<file path="src/rtl/mux_rr_pkg.sv">
// Shared constants and helpers for the registered
// N-channel select block.
package mux_rr_pkg;

  localparam logic MODE_FIXED = 1'b0;
  localparam logic MODE_RR    = 1'b1;
  localparam int   MAX_CH     = 16;

  function automatic logic [MAX_CH-1:0] idx2oh(
    input logic [3:0] idx
  );
    logic [MAX_CH-1:0] oh;
    oh      = '0;
    oh[idx] = 1'b1;
    return oh;
  endfunction

endpackage

</file>
<file path="src/rtl/mux_rr_reg_arb.sv">
// Grant logic for fixed/round-robin select plus
// the round-robin pointer.
module rr_arbiter
  import mux_rr_pkg::*;
#(
  parameter int CHANNELS = 8,
  parameter int SEL_W    = $clog2(CHANNELS)
) (
  input  logic                clk,
  input  logic                rst_n,
  input  logic [CHANNELS-1:0] req,
  input  logic                mode,
  input  logic [SEL_W-1:0]    sel,
  input  logic                advance,
  output logic [CHANNELS-1:0] grant,
  output logic [SEL_W-1:0]    grant_idx
);

  logic [SEL_W-1:0]    rr_ptr;
  logic [SEL_W-1:0]    hi_idx;
  logic [SEL_W-1:0]    lo_idx;
  logic [SEL_W-1:0]    rr_idx;
  logic                hi_found;
  logic                lo_found;
  logic [3:0]          sel4;
  logic [3:0]          rr4;
  logic [CHANNELS-1:0] fix_grant;
  logic [CHANNELS-1:0] rr_grant;

  assign sel4 = 4'(sel);
  assign rr4  = 4'(rr_idx);

  // An out-of-range sel lands above CHANNELS and is truncated away.
  assign fix_grant = CHANNELS'(idx2oh(sel4)) & req;

  // Two passes: first hit at/after rr_ptr, else lowest hit overall.
  always_comb begin
    hi_found = 1'b0;
    lo_found = 1'b0;
    hi_idx   = '0;
    lo_idx   = '0;
    for (int i = 0; i < CHANNELS; i++) begin
      if (req[i] && !lo_found) begin
        lo_found = 1'b1;
        lo_idx   = SEL_W'(i);
      end
      if (req[i] && !hi_found && (SEL_W'(i) >= rr_ptr)) begin
        hi_found = 1'b1;
        hi_idx   = SEL_W'(i);
      end
    end
    rr_idx = hi_found ? hi_idx : lo_idx;
  end

  assign rr_grant = lo_found ? CHANNELS'(idx2oh(rr4)) : '0;

  always_comb begin
    grant     = fix_grant;
    grant_idx = sel;
    if (mode == MODE_RR) begin
      grant     = rr_grant;
      grant_idx = rr_idx;
    end
  end

  always_ff @(posedge clk or negedge rst_n) begin
    if (!rst_n) begin
      rr_ptr <= '0;
    end else if (advance && (mode == MODE_RR)) begin
      if (grant_idx == SEL_W'(CHANNELS-1))
        rr_ptr <= '0;
      else
        rr_ptr <= grant_idx + 1'b1;
    end
  end

endmodule

</file>
<file path="src/rtl/mux_rr_reg.sv">
// Registered N-channel select with per-channel
// valid/ready and fixed or round-robin arbitration.
module mux_rr_reg
  import mux_rr_pkg::*;
#(
  parameter int WIDTH    = 32,
  parameter int CHANNELS = 8,
  parameter int SEL_W    = $clog2(CHANNELS)
) (
  input  logic                      clk,
  input  logic                      rst_n,
  input  logic                      mode,
  input  logic [SEL_W-1:0]          sel,
  input  logic [CHANNELS*WIDTH-1:0] in_data,
  input  logic [CHANNELS-1:0]       in_valid,
  output logic [CHANNELS-1:0]       in_ready,
  output logic [WIDTH-1:0]          out_data,
  output logic [SEL_W-1:0]          out_ch,
  output logic                      out_valid,
  input  logic                      out_ready
);

  logic [CHANNELS-1:0] grant;
  logic [SEL_W-1:0]    grant_idx;
  logic [WIDTH-1:0]    sel_data;
  logic                load_en;
  logic                xfer;

  rr_arbiter #(
    .CHANNELS (CHANNELS),
    .SEL_W    (SEL_W)
  ) u_arb (
    .clk       (clk),
    .rst_n     (rst_n),
    .req       (in_valid),
    .mode      (mode),
    .sel       (sel),
    .advance   (xfer),
    .grant     (grant),
    .grant_idx (grant_idx)
  );

  assign load_en = ~out_valid | out_ready;

  // Ready is forced low during reset so nothing is accepted.
  assign in_ready = rst_n ? (grant & {CHANNELS{load_en}}) : '0;
  assign xfer     = |in_ready;

  always_comb begin
    sel_data = '0;
    for (int i = 0; i < CHANNELS; i++) begin
      if (grant[i])
        sel_data = sel_data | in_data[i*WIDTH +: WIDTH];
    end
  end

  always_ff @(posedge clk or negedge rst_n) begin
    if (!rst_n) begin
      out_valid <= 1'b0;
      out_data  <= '0;
      out_ch    <= '0;
    end else if (xfer) begin
      out_valid <= 1'b1;
      out_data  <= sel_data;
      out_ch    <= grant_idx;
    end else if (out_ready) begin
      out_valid <= 1'b0;
    end
  end

endmodule

</file>
<file path="config.mk">
export PLATFORM = sky130hd
export DESIGN_NAME = mux_rr_reg
export DESIGN_NICKNAME = d
export VERILOG_FILES = /design/src/rtl/mux_rr_pkg.sv /design/src/rtl/mux_rr_reg_arb.sv /design/src/rtl/mux_rr_reg.sv
export SDC_FILE = /design/constraint.sdc
export NUM_CORES = 1
export LEC_CHECK = 0
export CORE_AREA = 4 4 119 121
export CTS_CLUSTER_DIAMETER = 50
export CTS_CLUSTER_SIZE = 24
export DETAILED_ROUTE_END_ITERATION = 8
export DIE_AREA = 0 0 123 125
export HOLD_SLACK_MARGIN = 0.02
export PLACE_DENSITY = 0.67
export SLEW_MARGIN = 20
export SYNTH_ARGS = -nofsm -noshare
export SYNTH_HDL_FRONTEND = slang
export SYNTH_HIERARCHICAL = 1
export SYNTH_SLANG_ARGS = --single-unit
</file>
<file path="constraint.sdc">
create_clock -name clk -period 3.7 [get_ports clk]
set_input_delay 0.74 -clock clk [delete_from_list [all_inputs] [get_ports clk]]
set_output_delay 0.74 -clock clk [all_outputs]
set_load 0.05 [all_outputs]
</file>
==> Yosys cells after proc, flatten, opt, wreduce, memory -nomap -nowiden <==
Cells that the tools add are included.
{ "word_totals": {"regBits": 39, "wordCells": 120} }
{ "classes": {"n_addsub": 1, "bitwise": 11, "n_reduce_logical": 41, "order_cmp": 12, "n_eq_ne": 1, "n_mux": 50} }
{ "op_table": {"columns": ["op", "n"], "rows": [
  ["2-to-1 mux 32 bit", 8],
  ["bitwise OR 32 bit", 7],
  ["2-to-1 mux 3 bit", 15],
  ["logical AND 1 bit", 25],
  ["2-to-1 mux 8 bit", 3],
  ["2-to-1 mux 1 bit", 22],
  ["AND 8 bit", 2],
  ["logical NOT 1 bit", 14],
  ["greater-or-equal comparator 3 bit, first input constant", 4],
  ["less-than comparator 3 x 5 -> 1 bit, second input constant", 2],
  ["OR reduction 8 bit", 1],
  ["demux 1 bit (select 3 bit)", 2],
  ["greater-or-equal comparator 1 x 3 -> 1 bit, first input constant", 2],
  ["greater-or-equal comparator 2 x 3 -> 1 bit, first input constant", 2],
  ["greater-or-equal comparator 3 x 1 -> 1 bit, second input constant", 2],
  ["adder 3 x 1 -> 3 bit, second input constant", 1],
  ["equality test 3 bit, second input constant", 1],
  ["nonzero test 2 bit", 1],
  ["NOT 1 bit", 1],
  ["bitwise OR 1 bit", 1]
]} }

==> Logic depth before layout (Yosys ltp) <==
Gate-level depths: netlist of the first run.
{ "depth": {"ltp_word": 53, "mapped_depth": 14, "depth_no_buf": 11} }

==> Hierarchy <==
Netlist of the first run, hierarchy kept.
{ "by_module_without_submodules": {"columns": ["module", "area_each_um2", "instances", "cells_per_inst", "seq_area_each_um2"], "rows": [
  ["mux_rr_reg", 2815.2, 1, 281, 900.9],
  ["rr_arbiter", 618.1, 1, 78, 75.1]
]} }

==> Worst setup path after synthesis of the first run <==
No wires, ideal clock.
{ "synth_path": {"path_type": "input port to output port", "start": "in in_valid[2]", "end": "out in_ready[4]", "path_stages": 7, "path_slack_ns": 0.135, "required_ns": 2.960, "arrival_ns": 2.825, "cell_sequence": "or4_1 > nor2b_1 > o211ai_2 > o31ai_1 > clkbuf_1 > clkbuf_1 > and3_1"} }
{ "synth_via": {"elab_chain_len": 32} }
{ "synth_rtl": {"columns": ["item", "line_no", "rtl"], "rows": [
  ["start, declared", "mux_rr_reg.sv:15", "input logic [CHANNELS-1:0] in_valid,"],
  ["logical AND 1 bit (2 in series)", "mux_rr_reg_arb.sv:47", "if (req[i] && !hi_found && (SEL_W'(i) >= rr_ptr)) begin"],
  ["2-to-1 mux 1 bit", "mux_rr_reg_arb.sv:47", null],
  ["logical NOT 1 bit", "mux_rr_reg_arb.sv:47", null],
  ["logical AND 1 bit (2 in series)", "mux_rr_reg_arb.sv:47", null],
  ["2-to-1 mux 1 bit", "mux_rr_reg_arb.sv:47", null],
  ["logical NOT 1 bit", "mux_rr_reg_arb.sv:47", null],
  ["logical AND 1 bit (2 in series)", "mux_rr_reg_arb.sv:47", null],
  ["2-to-1 mux 1 bit", "mux_rr_reg_arb.sv:47", null],
  ["(+14 left out)", null, null],
  ["logical AND 1 bit (implied by the code)", "mux_rr_pkg.sv:14", "oh[idx] = 1'b1;"],
  ["2-to-1 mux 1 bit (implied by the code)", "mux_rr_pkg.sv:14", null],
  ["demux 1 bit (select 3 bit)", null, null],
  ["2-to-1 mux 8 bit *", "mux_rr_reg_arb.sv:55", "assign rr_grant = lo_found ? CHANNELS'(idx2oh(rr4)) : '0;"],
  ["2-to-1 mux 8 bit *", "mux_rr_reg_arb.sv:60", "if (mode == MODE_RR) begin"],
  ["net grant[4]", "mux_rr_reg.sv:23", "logic [CHANNELS-1:0] grant;"],
  ["AND 8 bit *", "mux_rr_reg.sv:46", "assign in_ready = rst_n ? (grant & {CHANNELS{load_en}}) : '0;"],
  ["2-to-1 mux 8 bit *", "mux_rr_reg.sv:46", null],
  ["end, declared", "mux_rr_reg.sv:16", "output logic [CHANNELS-1:0] in_ready,"]
]} }
The timed path passes the listed nets; every way through them passes the cells marked *.

==> Worst setup path after layout of the first run <==
{ "layout_path": {"start": "in in_valid[6]", "end": "out in_ready[0]"} }
{ "layout_via": {"elab_chain_len": 16} }
{ "layout_rtl": {"columns": ["item", "line_no", "rtl"], "rows": [
  ["logical AND 1 bit (2 in series)", "mux_rr_reg_arb.sv:47", null],
  ["2-to-1 mux 1 bit", "mux_rr_reg_arb.sv:47", null],
  ["logical NOT 1 bit", "mux_rr_reg_arb.sv:47", null],
  ["logical AND 1 bit (2 in series)", "mux_rr_reg_arb.sv:47", null],
  ["2-to-1 mux 3 bit / 2-to-1 mux 1 bit (equally long branches)", "mux_rr_reg_arb.sv:47", null],
  ["2-to-1 mux 3 bit", "mux_rr_reg_arb.sv:52", "rr_idx = hi_found ? hi_idx : lo_idx;"],
  ["less-than comparator 3 x 5 -> 1 bit (implied by the code) / greater-or-equal comparator 3 x 1 -> 1 bit (equally long branches)", "mux_rr_pkg.sv:14", null],
  ["logical AND 1 bit (implied by the code)", "mux_rr_pkg.sv:14", null],
  ["2-to-1 mux 1 bit (implied by the code)", "mux_rr_pkg.sv:14", null],
  ["demux 1 bit (select 3 bit)", null, null],
  ["2-to-1 mux 8 bit *", "mux_rr_reg_arb.sv:55", null],
  ["2-to-1 mux 8 bit *", "mux_rr_reg_arb.sv:60", null],
  ["net grant[0]", "mux_rr_reg.sv:23", null],
  ["AND 8 bit *", "mux_rr_reg.sv:46", null],
  ["2-to-1 mux 8 bit *", "mux_rr_reg.sv:46", null]
]} }
Marks and branches as above.

==> impl_metrics.csv, run 1 <==
group,metric,value,unit
setup_path,reg2reg_slack,0.45,ns
drt,detail_route.wl_per_cell,22.9,µm
cells_and_area,final_util,57.0,%
placed_design,io_buffers,314,
logic_synthesis,synth_nets,632,
setup_path,required,2.96,ns
drt,vias,4674,
drt,initialDrtViolationCount,273,
worst_hold_path,hp-class,"input port to asynchronous set/reset pin",
logic_synthesis,ys_types,43,
setup_path,start_kind,"input port",
clock_tree,cts_buffer_depth,2,
logic_synthesis,synth-edff-count,0,
setup_path,path_max_fanout,5,
sta,hold-worst-slack,0.474,ns
pwr,pwr_density_cell,657,nW/µm²
sta,drv_slew,0,
placed_design,place_ws,-0.413,ns
global_route,antenna_found_initial,0,
clock_tree,cts.reportedPaths.clkPinSlew,0.06,ns
global_route,grt-ovfl-total,0,
drt,drc_errors,0,
sta,max_slew.worst_pin.slew,0.615,ns
logic_synthesis,synth-seq-area-share,28.4,%
sta,finalClockSkew,0.00423,ns
global_route,grt_max_degree,33,
placed_design,routabilityCongestion,0.874,
sta,slew_headroom,59.0,%
cells_and_area,syn_to_final_growth,117,%
setup_path,worst-setup-path-type,"input port to output pin",
cells_and_area,nets,959,
pwr,ir_drop,0.344,mV
drt,via_per_inst,5.41,
logic_synthesis,syn_area_per_cell,9.56,µm²
floorplanning,num_rows,42,
drt,drt-pass1-iter-count,5,
flow_run,maxCapViolCount,0,
placed_design,placed_cells,851,
clock_tree,clk_latency,0.27,ns
placed_design,placed_area,7140,µm²
cells_and_area,finalNonFillerCells,864,
global_route,grt_use_total,23.7,%
clock_tree,cts_sinks,39,
floorplanning,die_width,123,µm
logic_synthesis,ys_seq_elements,39,
sta,fmax,276,MHz
sta,hold_violations,0,
logic_synthesis,async_flop_share,100,%
clock_tree,htreeDepth,2,
setup_path,ff2ff_path_depth,10,
logic_synthesis,syn-cell-area,3430,µm²
sta,setup_viol,0,
logic_synthesis,synthFlopType,"dfrtp_1",
logic_synthesis,netlist_instances,359,
setup_path,r2r_start,"u_arb/rr_ptr[0]",
floorplanning,start_util,26.2,%
floorplanning,core_area,13100,µm²
placed_design,dpl.hpwl,15900,µm
floorplanning,io_pins,315,
cells_and_area,n_fill_cell,1124,
sta,post-route-period-util,98.0,%
clock_tree,cts-buffers-inserted,5,
clock_tree,cts_tree,"yes",
clock_tree,cts-root-buf,"clkbuf_16",
sta,finalCriticalPeriod,3.62,ns
setup_path,r2r_end,"out_data[14]",
floorplanning,die_y,125,µm
global_route,grt_pass1_wl,28000,µm
status,status,"complete, no violations",
drt,ant_nets,0,
drt,wl,19800,µm
sta,setup_ws,0.0754,ns
floorplanning,die-area,15400,µm²
setup_path,crit_path_end_kind,"output pin",
logic_synthesis,ys_warn_count,6,
setup_path,crit_arrival,2.88,ns
cells_and_area,final_layout_size_suffix_gt1_share,18.3,%
cells_and_area,post-route-cell-area,7460,µm²
pwr,leakagePower,0.00288,µW
global_route,grt_pass1_vias,4789,
## where the power goes
part	internal, µW	total (µW)	switching (µW)
Combinational	1640	3570	1930
Sequential	631	783	152
Clock	387	550	164
## how the worst max path moves through the flow
stage | from | to | slack [ns] | cells after the start
after floorplan | in_valid[2] | in_ready[4] | 0.14 | 7
after global placement | in_valid[2] | out_data[13] | -0.26 | 11
after detailed placement | in_valid[5] | out_data[15] | -0.41 | 11
after CTS | in_valid[3] | in_ready[6] | 0.002 | 8
after global routing | in_valid[6] | in_ready[4] | -0.02 | 9
final | in_valid[6] | in_ready[0] | 0.08 | 9
## sequential cells by signal, indices dropped and copies added (netlist names)
register / flops
out_ch: 3
out_valid: 1
out_data: 32
u_arb/rr_ptr: 3
## routing by layer
metal	vias up	track usage, %	share of wire [%]
met4	0	4.63	1.6
met1	2239	27.2	38
met2	256	43.7	51
li1	2156	-	-
met3	23	6.37	9.5
met5	-	0	0
## cells in the mapped netlist, types with 3 or more instances
library cell	number	area, µm²
clkbuf_1	32	120
mux2_4	29	435
nor2_1	7	26.3
buf_6	3	33.8
o21ai_0	3	15.0
nor2b_1	5	31.3
or4_1	3	22.5
and3_1	8	50.1
dfrtp_1	39	976
mux2_2	4	45.0
o31ai_1	9	67.6
nand4_1	34	213
nand2_1	4	15.0
a22oi_1	128	961
mux2_1	6	67.6
nand3_1	8	40.0
## logic make-up (layout without fill, tap and decap cells)
| logic type | after synthesis | in the layout | share of synthesized area [%] |
|---|---|---|---|
| AO/OA/AOI/OAI | 161 | 161 | 36.3 |
| AND/OR/NAND/NOR | 76 | 76 | 13.0 |
| buffers and inverters | 41 | 369 | 5.32 |
| multiplexers | 40 | 40 | 16.3 |
| flip-flops | 39 | 39 | 28.4 |
| adder cells (fa/ha/maj) | 2 | 2 | 0.729 |
| other | 0 | 1 | 0 |
## cell type report
type,count,area [µm²],share of cell area [%]
Antenna cell,1,2.50,0.0336
Clock buffer,6,129,1.73
Clock inverter,2,60.1,0.806
Inverter,3,11.3,0.151
Multi-Input combinational cell,279,2470,33.1
Sequential cell,39,976,13.1
Tap cell,176,220,2.95
Timing Repair Buffer,358,3590,48.1
## stage by stage
| step | total power [µW] | setup TNS, ns |
|---|---|---|
| floorplan | 2830 | 0 |
| global placement | 4240 | -9.54 |
| detailed placement | 4290 | -15.52 |
| CTS | 4890 | 0 |
| global route | 5160 | -0.0314 |
| finish | 4900 | 0 |
## worst max-delay path, stage by stage
cell and delay, ns:
clkdlybuf4s50_1 0.42, buf_4 0.16, a221o_1 0.36, a211oi_2 0.32
nor2_4 0.12, o31ai_4 0.27, buf_4 0.15, and3_1 0.19
buf_12 0.15
## layout by cell type (no fill, tap or decap), drive strengths merged, types with 2 or more instances in the layout
master | netlist | layout
clkdlybuf4s50 | 0 | 299
a22oi | 128 | 128
buf | 6 | 53
dfrtp | 39 | 39
mux2 | 39 | 39
nand4 | 34 | 34
o31ai | 10 | 10
nand3 | 8 | 8
and3 | 8 | 8
nor2 | 7 | 7
clkbuf | 32 | 6
o21ai | 5 | 5
nor2b | 5 | 5
nand2 | 4 | 4
dlygate4sd2 | 0 | 4
or4 | 3 | 3
inv | 3 | 3
nand2b | 2 | 2
o211ai | 2 | 2
bufinv | 0 | 2
dlymetal6s2s | 0 | 2
a32oi | 2 | 2
a21bo | 2 | 2
ha | 2 | 2
a21boi | 2 | 2
a31oi | 2 | 2
## repair_timing
action	4_1_cts	5_1_grt
gates cloned	0	0
endpoints found under the setup margin	45	34
pin swaps	2	9
setup buffers	1	3
hold buffers	0	0
gates resized for setup	11	14
Note: power is estimated with default switching activity, not from simulation.
==> run 2: changes to the inputs <==
--- a/config.mk
+++ b/config.mk
@@ -5,6 +5,7 @@
 export SDC_FILE = /design/constraint.sdc
 export NUM_CORES = 1
 export LEC_CHECK = 0
+export CAP_MARGIN = 10
 export CORE_AREA = 4 4 119 121
 export CTS_CLUSTER_DIAMETER = 50
 export CTS_CLUSTER_SIZE = 24
==> constraint.sdc (replaced) <==
create_clock -name clk -period 4.5 [get_ports clk]
set_input_delay 1.35 -clock clk [delete_from_list [all_inputs] [get_ports clk]]
set_output_delay 1.35 -clock clk [all_outputs]
set_load 0.05 [all_outputs]
==> run 2 against run 1 <==
  * The run now ends with negative setup slack left
  * Routed wire length rose by 8.1%
  * Final area fell by 0.70%
  * Non-clock buffer count fell by 10
  * First-iteration DRC count rose by 21%
  * Critical path depth fell by 1
  * Sequential power fell by 16%
==> impl_metrics.csv, run 2 (synthesized netlist as in run 1, its figures left out) <==
group,metric,value,unit
status,status,"finished with violations",
status,violations,"negative setup slack",
floorplanning,start_util,26.2,%
clock_tree,cts_buffer_depth,2,
placed_design,routabilityCongestion,0.904,
pwr,leakagePower,0.00279,µW
worst_hold_path,hp-class,"register to register",
global_route,grt_use_total,26.1,%
pwr,p_int,2060,µW
pwr,total_power,3970,µW
drt,drc_errors,0,
cells_and_area,largest_reg_flops,32,
drt,routed.top_layer,"met4",
clock_tree,htreeDepth,2,
clock_tree,clk_latency,0.27,ns
placed_design,placed_area,7070,µm²
drt,dr_wl_met3,2340,µm
cells_and_area,layout_commonest_cell,"clkdlybuf4s50_1",
placed_design,io_buffers,314,
setup_path,start_kind,"input port",
sta,post-route-period-util,100,%
setup_path,cp_top_family,"compound AO/OA/AOI/OAI gates",
floorplanning,core_area,13100,µm²
clock_tree,cts-root-buf,"clkbuf_16",
pwr,pwr-share-clk,9.1,%
setup_path,required,3.15,ns
sta,finalCriticalPeriod,4.51,ns
pwr,ir_drop,0.441,mV
setup_path,path_max_fanout,6,
drt,wl,21400,µm
global_route,grt_pass1_wl,30500,µm
cells_and_area,layout_common_cells,"297 x clkdlybuf4s50_1, 128 x a22oi_1, 39 x dfrtp_1",
sta,hold_violations,0,
cells_and_area,post-route-cell-area,7400,µm²
clock_tree,cts.reportedPaths.clkPinSlew,0.05,ns
pwr,combPwrFrac,74.2,%
setup_path,slowest_delay,0.48,ns
sta,fmax,222,MHz
floorplanning,die_y,125,µm
global_route,grt_pass1_vias,4982,
clock_tree,ctsHoldBuffers,0,
global_route,grt_max_degree,34,
flow_run,maxCapViolCount,0,
pwr,pwr_density_cell,536,nW/µm²
drt,drt-pass1-iter-count,5,
clock_tree,cts-buffers-inserted,5,
setup_path,worst-path-buf-inv,2,
cells_and_area,nets,949,
sta,max_slew.worst_pin.slew,0.602,ns
global_route,antenna_found_initial,1,
pwr,switchingPower,1900,µW
placed_design,dpl.hpwl,16500,µm
sta,tns,-0.00797,ns
drt,detail_route.wl_per_cell,25.0,µm
drt,vias,4708,
cells_and_area,regMostFlops,"out_data",
cells_and_area,reg.largest.list,"out_data x32, out_ch x3, u_arb/rr_ptr x3",
floorplanning,num_rows,42,
pwr,p_seq_share,16.7,%
sta,setup_ws,-0.00797,ns
drt,ant_nets,0,
sta,finalClockSkew,0.00433,ns
setup_path,crit_arrival,3.16,ns
cells_and_area,n_fill_cell,1141,
cells_and_area,final_layout_size_suffix_gt1_share,19.6,%
drt,drt-met1-wl,8370,µm
clock_tree,cts_tree,"yes",
setup_path,worst-setup-path-type,"input port to output pin",
setup_path,cp_cell_sequence,"buf_2, a2bb2oi_2, a221o_2, o211ai_4, o31ai_2, o31ai_4, and3_4, buf_12",
drt,wl_met2,10300,µm
sta,rsz0062_at_grt,"true",
setup_path,cp_slowest_cell,"a221o_2",
pwr,p_sw_share,48.0,%
global_route,grt-ovfl-total,0,
floorplanning,die_width,123,µm
sta,setup_viol,1,
floorplanning,io_pins,315,
clock_tree,cts_sinks,39,
cells_and_area,syn_to_final_growth,116,%
drt,initialDrtViolationCount,329,
floorplanning,die-area,15400,µm²
setup_path,crit_path_end_kind,"output pin",
sta,drv_slew,0,
drt,via_per_inst,5.51,
sta,slew_headroom,59.7,%
## run 2: changes by cell type in the layout (fill, tap and decap cells not counted), sizes merged
| cell | previous run | this run |
|---|---|---|
| bufinv | 2 | 0 |
| clkbuf | 6 | 9 |
| clkdlybuf4s50 | 299 | 297 |
| clkdlybuf4s15 | 0 | 1 |
| buf | 53 | 48 |
| dlygate4sd2 | 4 | 1 |
| dlymetal6s2s | 2 | 0 |
## run 2: per-stage QoR
| stage | util (%) | setup slack [ns] | std cells | hold WS, ns |
|---|---|---|---|---|
| 3_3_place_gp | 54.1 | -0.517 | 838 | 0.470 |
| 5_1_grt | 56.6 | -0.0711 | 854 | 0.511 |
| 3_5_place_dp | 54.1 | -0.628 | 838 | 0.474 |
| 4_1_cts | 56.2 | -0.00905 | 850 | 0.497 |
| 6_report | 56.6 | -0.00797 | 854 | 0.494 |
| 2_1_floorplan | - | -0.00566 | 359 | 0.535 |
## run 2: per-layer routing
layer | track usage, % | vias up
met5 | 0 | -
met4 | 5.02 | 0
met3 | 8.49 | 22
met2 | 44.3 | 261
met1 | 32.3 | 2295
li1 | - | 2130
## run 2: repair_timing
item                                    4_1_cts  5_1_grt
buffers inserted                              4        3
endpoints found under the setup margin       46        8
gates resized for setup                      52       11
pin swaps                                    14       10
## run 2: area by class of cell
type	count	area, µm²	area share, %
Multi-Input combinational cell	279	2540	34.3
Timing Repair Buffer	348	3500	47.2
Sequential cell	39	976	13.2
Clock buffer	8	156	2.11
Inverter	3	11.3	0.152
Tap cell	176	220	2.97
Antenna cell	1	2.50	0.0338
## run 2: final timing paths
kind	start	end	slack, ns	cells after the start
max	in_valid[4]	in_ready[0]	-0.008	8
min	out_data[10]	out_data[10]	0.49	1
max reg2reg	u_arb/rr_ptr[2]	out_data[11]	0.95	12
min reg2reg	out_data[10]	out_data[10]	0.49	1
max in group asynchronous	rst_n	out_data[7]	2.78	2
min in group asynchronous	rst_n	out_ch[1]	1.01	1
## run 2: worst reg2reg max path: stages, from the launching register on
cell and delay (ns):
dfrtp_1 0.49, nand3b_1 0.15, buf_4 0.16, and2_4 0.14
o311a_1 0.38, o21ai_4 0.32, o31ai_4 0.11, buf_4 0.29
or4_1 0.58, o211ai_2 0.19, inv_2 0.10, buf_4 0.19
mux2_1 0.33
## run 2: power groups by stage
stage	clock, µW	combinational (µW)	sequential (µW)
detailed placement	0	2850	656
finish	361	2940	661
global placement	0	2810	661
floorplan	0	1230	1120
CTS	368	2920	661
global route	386	3100	680
